===== config.mk =====
export PLATFORM = sky130hd
export DESIGN_NAME = smu_hold_tracker_flat
export DESIGN_NICKNAME = d
export VERILOG_FILES = /design/src/rtl/smu_hold_tracker_pkg.sv /design/src/rtl/smu_hold_tracker_if.sv /design/src/rtl/smu_hold_tracker_rec_fifo.sv /design/src/rtl/smu_hold_tracker.sv /design/src/flat_wrapper.sv
export SDC_FILE = /design/constraint.sdc
export NUM_CORES = 1
export LEC_CHECK = 0
export ABC_AREA = 1
export CORE_MARGIN = 3
export CORE_UTILIZATION = 55
export DETAILED_ROUTE_END_ITERATION = 10
export GPL_TIMING_DRIVEN = 0
export PLACE_DENSITY = 0.88
export SLEW_MARGIN = 20
export SYNTH_ARGS = -nofsm -noshare
export SYNTH_HDL_FRONTEND = slang
export SYNTH_SLANG_ARGS = --single-unit

===== constraint.sdc =====
create_clock -name pj_clk -period 6.25 [get_ports pj_clk]
set_clock_uncertainty 0.15 [all_clocks]
set_input_delay 1.5625 -clock pj_clk [delete_from_list [all_inputs] [get_ports pj_clk]]
set_output_delay 1.5625 -clock pj_clk [all_outputs]
set_load 0.05 [all_outputs]

===== src/rtl/smu_hold_tracker_pkg.sv =====
// Shared definitions for the SMU hold tracker.
// Contents: the FSM state encoding, the record field widths, the entry-count
// saturation constant, and the sat63 helper that clamps num_entries into a
// 6-bit record field.
package smu_hold_tracker_pkg;

  typedef enum logic {
    ST_IDLE = 1'b0,
    ST_HOLD = 1'b1
  } state_t;

  localparam int NUM_ENTRIES_W = 30;
  localparam int ENTRIES_W     = 6;
  localparam int SAT_ENTRIES   = 63;

  // Clamp the stack-cache entry count so that it fits the 6-bit record field.
  function automatic logic [ENTRIES_W-1:0] sat63(input logic [NUM_ENTRIES_W-1:0] n);
    if (n > NUM_ENTRIES_W'(SAT_ENTRIES)) begin
      return ENTRIES_W'(SAT_ENTRIES);
    end
    return n[ENTRIES_W-1:0];
  endfunction

endpackage


===== src/rtl/smu_hold_tracker_if.sv =====
// Record handshake bundle between the hold tracker and its consumer.
//   rec_valid   : head record available (producer -> consumer)
//   rec_ready   : consumer accepts the head record (consumer -> producer)
//   rec_len     : head record, hold episode length in cycles
//   rec_entries : head record, saturated num_entries at episode start
// The master modport belongs to the tracker. The slave modport belongs to the consumer.
interface smu_hold_tracker_if
  import smu_hold_tracker_pkg::*;
#(
  parameter int LEN_W = 16
) ();

  logic                 rec_valid;
  logic                 rec_ready;
  logic [LEN_W-1:0]     rec_len;
  logic [ENTRIES_W-1:0] rec_entries;

  modport master (
    output rec_valid,
    output rec_len,
    output rec_entries,
    input  rec_ready
  );

  modport slave (
    input  rec_valid,
    input  rec_len,
    input  rec_entries,
    output rec_ready
  );

endinterface


===== src/rtl/smu_hold_tracker_rec_fifo.sv =====
// smu_hold_rec_fifo: a small synchronous FIFO that holds hold-episode records.
// Ports:
//   clk, rst        : clock and asynchronous active-high reset
//   i_push, i_din   : write request and record data
//   i_pop           : remove the head record
//   o_full, o_empty : occupancy flags (both taken from the registered count)
//   o_dout          : head record; zero while the FIFO is empty
// When the FIFO is full, a push is still accepted if a pop happens in the same
// cycle. A push into an empty FIFO becomes visible on the next cycle, so the
// record never passes straight through.
module smu_hold_rec_fifo #(
  parameter int DEPTH = 4,
  parameter int WIDTH = 22
) (
  input  logic             clk,
  input  logic             rst,
  input  logic             i_push,
  input  logic             i_pop,
  input  logic [WIDTH-1:0] i_din,
  output logic             o_full,
  output logic             o_empty,
  output logic [WIDTH-1:0] o_dout
);

  localparam int AW = $clog2(DEPTH);

  logic [WIDTH-1:0] r_mem [DEPTH];
  logic [AW-1:0]    r_wr_ptr;
  logic [AW-1:0]    r_rd_ptr;
  logic [AW:0]      r_count;
  logic             w_wr_en;
  logic             w_rd_en;

  assign o_full  = (r_count == (AW+1)'(DEPTH));
  assign o_empty = (r_count == '0);
  assign w_rd_en = i_pop & ~o_empty;
  // When the FIFO is full, wr_ptr equals rd_ptr. The entry being overwritten is
  // the head that is leaving in this same cycle.
  assign w_wr_en = i_push & (~o_full | w_rd_en);

  always_ff @(posedge clk) begin
    if (w_wr_en) begin
      r_mem[r_wr_ptr] <= i_din;
    end
  end

  always_ff @(posedge clk or posedge rst) begin
    if (rst) begin
      r_wr_ptr <= '0;
      r_rd_ptr <= '0;
      r_count  <= '0;
    end else begin
      if (w_wr_en) r_wr_ptr <= r_wr_ptr + AW'(1);
      if (w_rd_en) r_rd_ptr <= r_rd_ptr + AW'(1);
      case ({w_wr_en, w_rd_en})
        2'b10:   r_count <= r_count + (AW+1)'(1);
        2'b01:   r_count <= r_count - (AW+1)'(1);
        default: r_count <= r_count;
      endcase
    end
  end

  // Gating the head with empty makes it read zero after reset, even though the storage itself is never cleared.
  assign o_dout = o_empty ? '0 : r_mem[r_rd_ptr];

endmodule


===== src/rtl/smu_hold_tracker.sv =====
// smu_hold_tracker: measures SMU hold episodes and queues one record per episode.
// Ports:
//   pj_clk, pj_reset : clock and asynchronous active-high reset
//   smu_hold         : hold indication, sampled every cycle
//   num_entries      : current stack-cache entry count
//   rec              : record handshake (valid/ready, len, entries)
//   episode_count    : number of completed episodes, including dropped ones (wraps)
//   hold_cycles      : number of cycles with smu_hold=1 (wraps)
//   drop_count       : number of records lost to a full FIFO (saturates)
module smu_hold_tracker
  import smu_hold_tracker_pkg::*;
#(
  parameter int FIFO_DEPTH = 4,
  parameter int LEN_W      = 16
) (
  input  logic                     pj_clk,
  input  logic                     pj_reset,
  input  logic                     smu_hold,
  input  logic [NUM_ENTRIES_W-1:0] num_entries,
  smu_hold_tracker_if.master       rec,
  output logic [31:0]              episode_count,
  output logic [31:0]              hold_cycles,
  output logic [15:0]              drop_count
);

  localparam int               REC_W   = LEN_W + ENTRIES_W;
  localparam logic [LEN_W-1:0] LEN_MAX = '1;

  state_t               r_state;
  state_t               w_state_nxt;
  logic [LEN_W-1:0]     r_len_cnt;
  logic [ENTRIES_W-1:0] r_start_entries;
  logic [31:0]          r_episode_count;
  logic [31:0]          r_hold_cycles;
  logic [15:0]          r_drop_count;
  logic                 w_push;
  logic                 w_pop;
  logic                 w_full;
  logic                 w_empty;
  logic                 w_drop;
  logic [REC_W-1:0]     w_head;

  always_comb begin
    w_state_nxt = r_state;
    w_push      = 1'b0;
    case (r_state)
      ST_IDLE: if (smu_hold) w_state_nxt = ST_HOLD;
      ST_HOLD: begin
        if (!smu_hold) begin
          w_state_nxt = ST_IDLE;
          w_push      = 1'b1;
        end
      end
      default: w_state_nxt = ST_IDLE;
    endcase
  end

  always_ff @(posedge pj_clk or posedge pj_reset) begin
    if (pj_reset) r_state <= ST_IDLE;
    else          r_state <= w_state_nxt;
  end

  // The episode length counter starts at 1 on entry to HOLD and stops at all-ones instead of wrapping.
  always_ff @(posedge pj_clk or posedge pj_reset) begin
    if (pj_reset) begin
      r_len_cnt       <= '0;
      r_start_entries <= '0;
    end else if (r_state == ST_IDLE && smu_hold) begin
      r_len_cnt       <= LEN_W'(1);
      r_start_entries <= sat63(num_entries);
    end else if (r_state == ST_HOLD && smu_hold && r_len_cnt != LEN_MAX) begin
      r_len_cnt <= r_len_cnt + LEN_W'(1);
    end
  end

  assign w_pop  = rec.rec_valid & rec.rec_ready;
  assign w_drop = w_push & w_full & ~w_pop;

  always_ff @(posedge pj_clk or posedge pj_reset) begin
    if (pj_reset) begin
      r_episode_count <= '0;
      r_hold_cycles   <= '0;
      r_drop_count    <= '0;
    end else begin
      if (w_push)   r_episode_count <= r_episode_count + 32'd1;
      if (smu_hold) r_hold_cycles   <= r_hold_cycles + 32'd1;
      if (w_drop && r_drop_count != 16'hFFFF) r_drop_count <= r_drop_count + 16'd1;
    end
  end

  smu_hold_rec_fifo #(
    .DEPTH (FIFO_DEPTH),
    .WIDTH (REC_W)
  ) u_fifo (
    .clk     (pj_clk),
    .rst     (pj_reset),
    .i_push  (w_push),
    .i_pop   (w_pop),
    .i_din   ({r_len_cnt, r_start_entries}),
    .o_full  (w_full),
    .o_empty (w_empty),
    .o_dout  (w_head)
  );

  assign rec.rec_valid   = ~w_empty;
  assign rec.rec_len     = w_head[REC_W-1:ENTRIES_W];
  assign rec.rec_entries = w_head[ENTRIES_W-1:0];
  assign episode_count   = r_episode_count;
  assign hold_cycles     = r_hold_cycles;
  assign drop_count      = r_drop_count;

endmodule


===== src/flat_wrapper.sv =====
// flat-port wrapper written by rule: the top's interface ports become plain ports
module smu_hold_tracker_flat import smu_hold_tracker_pkg::*;
#(
  parameter int FIFO_DEPTH = 4,
  parameter int LEN_W      = 16
)
  (pj_clk, pj_reset, smu_hold, num_entries, episode_count, hold_cycles, drop_count, rec_rec_valid, rec_rec_len, rec_rec_entries, rec_rec_ready);
  smu_hold_tracker_if #(.LEN_W(LEN_W)) rec_i ();
  input  logic pj_clk;
  input  logic pj_reset;
  input  logic smu_hold;
  input  logic [NUM_ENTRIES_W-1:0] num_entries;
  output logic [31:0] episode_count;
  output logic [31:0] hold_cycles;
  output logic [15:0] drop_count;
  output wire logic [$bits(rec_i.rec_valid)-1:0] rec_rec_valid;
  output wire logic [$bits(rec_i.rec_len)-1:0] rec_rec_len;
  output wire logic [$bits(rec_i.rec_entries)-1:0] rec_rec_entries;
  input wire logic [$bits(rec_i.rec_ready)-1:0] rec_rec_ready;
  assign rec_rec_valid = rec_i.rec_valid;
  assign rec_rec_len = rec_i.rec_len;
  assign rec_rec_entries = rec_i.rec_entries;
  assign rec_i.rec_ready = rec_rec_ready;
  smu_hold_tracker #(.FIFO_DEPTH(FIFO_DEPTH), .LEN_W(LEN_W)) u_core (.pj_clk(pj_clk), .pj_reset(pj_reset), .smu_hold(smu_hold), .num_entries(num_entries), .rec(rec_i), .episode_count(episode_count), .hold_cycles(hold_cycles), .drop_count(drop_count));
endmodule

==> flow_metrics.env <==
export IMPL_status="finished clean"
export IMPL_clkSinkCount=198
export IMPL_clkTransAtPathRegs_ps=70
export IMPL_postRouteAntennaNets=0
export IMPL_cp_end_kind="primary output"
export IMPL_syn_area_um2=9500
export IMPL_overflow=0
export IMPL_dieArea_um2=18900
export IMPL_final_nets=1257
export IMPL_drc_errors=0
export IMPL_critPathTopFamily="buffers and inverters"
export IMPL_cap_violations=0
export IMPL_globalplace_congestion=0.914
export IMPL_grt_pass1_wl_mm=36.9
export IMPL_io_pins=137
export IMPL_port_buffers=136
export IMPL_n_fill_cell=1214
export IMPL_hpwl_mm=15.6
export IMPL_syn_nets=1101
export IMPL_synthCells=1058
export IMPL_setup_worst_path_start_class="flop"
export IMPL_rsz0062_at_grt="false"
export IMPL_fin_util_pct=70.3
export IMPL_grt_max_degree=62
export IMPL_diodes=0
export IMPL_worst_slack_ps=1620
export IMPL_maxSlewViolCount=0
export IMPL_cp_arrival_ps=2920
export IMPL_post_cts_buffers=0
export IMPL_holdPathStages=1
export IMPL_area_growth_pct=24.1
export IMPL_post_route_min_period_ps=4630
export IMPL_cts_root_buf="clkbuf_16"
export IMPL_die_w_um=137
export IMPL_syn_area_per_cell_um2=8.98
export IMPL_yosys_warnings=0
export IMPL_post_drt_wl_per_cell_um=15.7
export IMPL_antenna_found_initial=0
export IMPL_min_to="u_core.u_fifo.r_count[0]"
export IMPL_hold_viol_final=0
export IMPL_required_ps=4540
export IMPL_ys_seq_elements=198
export IMPL_path_cells="buf_2 -> inv_2 -> clkbuf_1 -> o21ai_0 -> a21oi_1 -> clkdlybuf4s50_1"
export IMPL_rows=47
export IMPL_max_freq_mhz=216
export IMPL_grt_pass1_vias=7529
export IMPL_postLayoutCellArea_um2=11800
export IMPL_cts_buffers=17
export IMPL_power_uw=4510
export IMPL_cts_buffer_depth=2
export IMPL_r2r_end="u_core.u_fifo.r_mem[0][21]"
export IMPL_hold_buffers=0
export IMPL_r2r_start="u_core.r_state"
export IMPL_ys_types=36
export IMPL_ff2ff_path_depth=6
export IMPL_worst_path_max_fanout=10
export IMPL_cts_tree="built"
export IMPL_start_util_pct=56.7
export IMPL_seqCellArea_um2=5400
export IMPL_finalWirelength_mm=22.8
export IMPL_drtIter0Drc=552
export IMPL_tightest_slew_ps=780
export IMPL_power_density_nw_per_um2=383
export IMPL_cts_resized_gates=0
export IMPL_critPathSlowestCell="clkdlybuf4s50_1"
export IMPL_regToRegSetupSlack_ps=3990
export IMPL_cp_num_buf_inv=4
export IMPL_first_pass_iters=5
export IMPL_via_count=7855
export IMPL_power_leakage_uw=0.00476
export IMPL_slew_limit_headroom_pct=47.8
export IMPL_layout_drive_gt1_share_pct=6.36
export IMPL_clkLatencyLatePin_ps=440
export IMPL_worstHoldPathType="flop to flop"
export IMPL_core_area_um2=16800
export IMPL_fin_crit_sh_pct=74.1
export IMPL_dpl_worst_slack_ps=2080
export IMPL_slowest_delay_ps=850
export IMPL_setup_tns_final_ps=0
export IMPL_multiInputGateArea_um2=3720
export IMPL_via_per_inst=5.43
export IMPL_ctsHtreeMaxLevel=4
export IMPL_report_final_setup_viol=0
export IMPL_ys_seq_area_share_pct=56.8
export IMPL_peakVddDrop_mv=0.374
export IMPL_die_h_um=137
export IMPL_critPathKind="flop to primary output"
export IMPL_worstHoldStart="u_core.u_fifo.r_count[0]"
export IMPL_grt_usage_pct=24.9
export IMPL_placed_cell_area_um2=11200
## kinds of logic (layout without fill, tap and decap cells)
logic type	count (synthesis)	after routing	synth area share (%)
AOI/OAI and AO/OA	104	104	5.57
buffers and inverters	101	270	4.36
DFF	198	198	56.8
and+or+nand+nor	588	588	26.7
adders and majority gates	9	9	1.26
xor gates and xnor gates	58	58	5.35
## synth_stat cells (all sizes together)
cell type | count | area share (%)
o21ai | 69 | 3.6
nand4 | 26 | 1.8
dfrtp | 110 | 29
nand3 | 54 | 3.0
clkinv | 1 | 0.039
o211ai | 1 | 0.079
nor4 | 1 | 0.066
xnor2 | 26 | 2.4
nor2 | 224 | 9.4
a21oi | 31 | 1.6
fa | 1 | 0.21
clkbuf | 11 | 0.43
or2 | 3 | 0.20
nand3b | 15 | 1.2
edfxtp | 88 | 28
buf | 12 | 0.84
inv | 77 | 3.0
o21bai | 2 | 0.16
nor3 | 12 | 0.80
a31oi | 1 | 0.066
nand2 | 253 | 10
xor2 | 32 | 3.0
ha | 8 | 1.1
## report_power, final
group | internal [uW] | leakage, uW | switching (uW) | total (uW)
sequential | 1490 | 0.00221 | 128 | 1620
combinational | 548 | 0.00227 | 1240 | 1790
clock | 599 | 0.000276 | 505 | 1100
## worst max path at each step
stage | from | end | slack [ps] | cells after the start
2_1_floorplan | pj_reset | u_core.drop_count[0] | 1640 | 1
3_3_place_gp | pj_reset | u_core.r_start_entries[4] | -60 | 2
3_5_place_dp | smu_hold | u_core.u_fifo.r_mem[0][4] | 2080 | 8
4_1_cts | u_core.u_fifo.r_rd_ptr[0] | rec_rec_len[15] | 1650 | 6
5_1_grt | u_core.u_fifo.r_rd_ptr[0] | rec_rec_len[15] | 1460 | 7
6_report | u_core.u_fifo.r_rd_ptr[0] | rec_rec_len[15] | 1620 | 6
## registers in the layout (all words and copies together) (netlist names)
| register | cells |
|---|---|
| u_core.drop_count | 16 |
| u_core.episode_count | 32 |
| u_core.u_fifo.r_wr_ptr | 2 |
| u_core.r_state | 1 |
| u_core.hold_cycles | 32 |
| u_core.u_fifo.r_mem | 88 |
| u_core.r_start_entries | 6 |
| u_core.u_fifo.r_rd_ptr | 2 |
| u_core.r_len_cnt | 16 |
| u_core.u_fifo.r_count | 3 |
## layout make-up
class,instances,share of cell area (%)
inverters,78,2.53
well taps,220,2.33
flip-flops and latches,198,45.8
clock inverters,15,1.41
clock buffers,17,3.61
plain buffers,23,1.03
repair buffers,137,11.8
multi-input cells,759,31.5
## stage by stage
| step | hold slack, ps | cells |
|---|---|---|
| 3_5_place_dp | 333 | 1415 |
| 4_1_cts | 350 | 1447 |
| 5_1_grt | 364 | 1447 |
| 6_report | 346 | 1447 |
| 2_1_floorplan | 313 | 1058 |
| 3_3_place_gp | 336 | 1414 |
## placed cells by master, fill, tap and decap left out, drive strengths merged
cell,netlist,layout
clkinvlp,0,5
a31oi,1,1
o21ai,69,69
edfxtp,88,88
nand4,26,26
buf,12,13
o211ai,1,1
nor4,1,1
ha,8,8
or2,3,3
a21oi,31,31
bufinv,0,2
nor3,12,12
dfrtp,110,110
xnor2,26,26
fa,1,1
clkdlybuf4s50,0,136
clkinv,1,3
nand3b,15,15
nand3,54,54
nand2,253,253
xor2,32,32
clkbuf,11,28
o21bai,2,2
inv,77,83
nor2,224,224
## worst reg2reg max path, cell delays in order, from the launching register on
cell,delay [ps]
dfrtp_1,400
nand2_2,90
buf_6,160
inv_2,60
buf_4,170
nand2_2,200
nor2_4,660
## metal layers
metal / vias up / wire [um] / global-route usage, %
met3: 33 / 1300 / 4.38
met2: 280 / 11400 / 41.9
met4: 0 / 483 / 8.98
met5: - / 0 / 0
met1: 3765 / 9560 / 32.5
li1: 3777 / - / -
(Power assumes the default switching activity.)
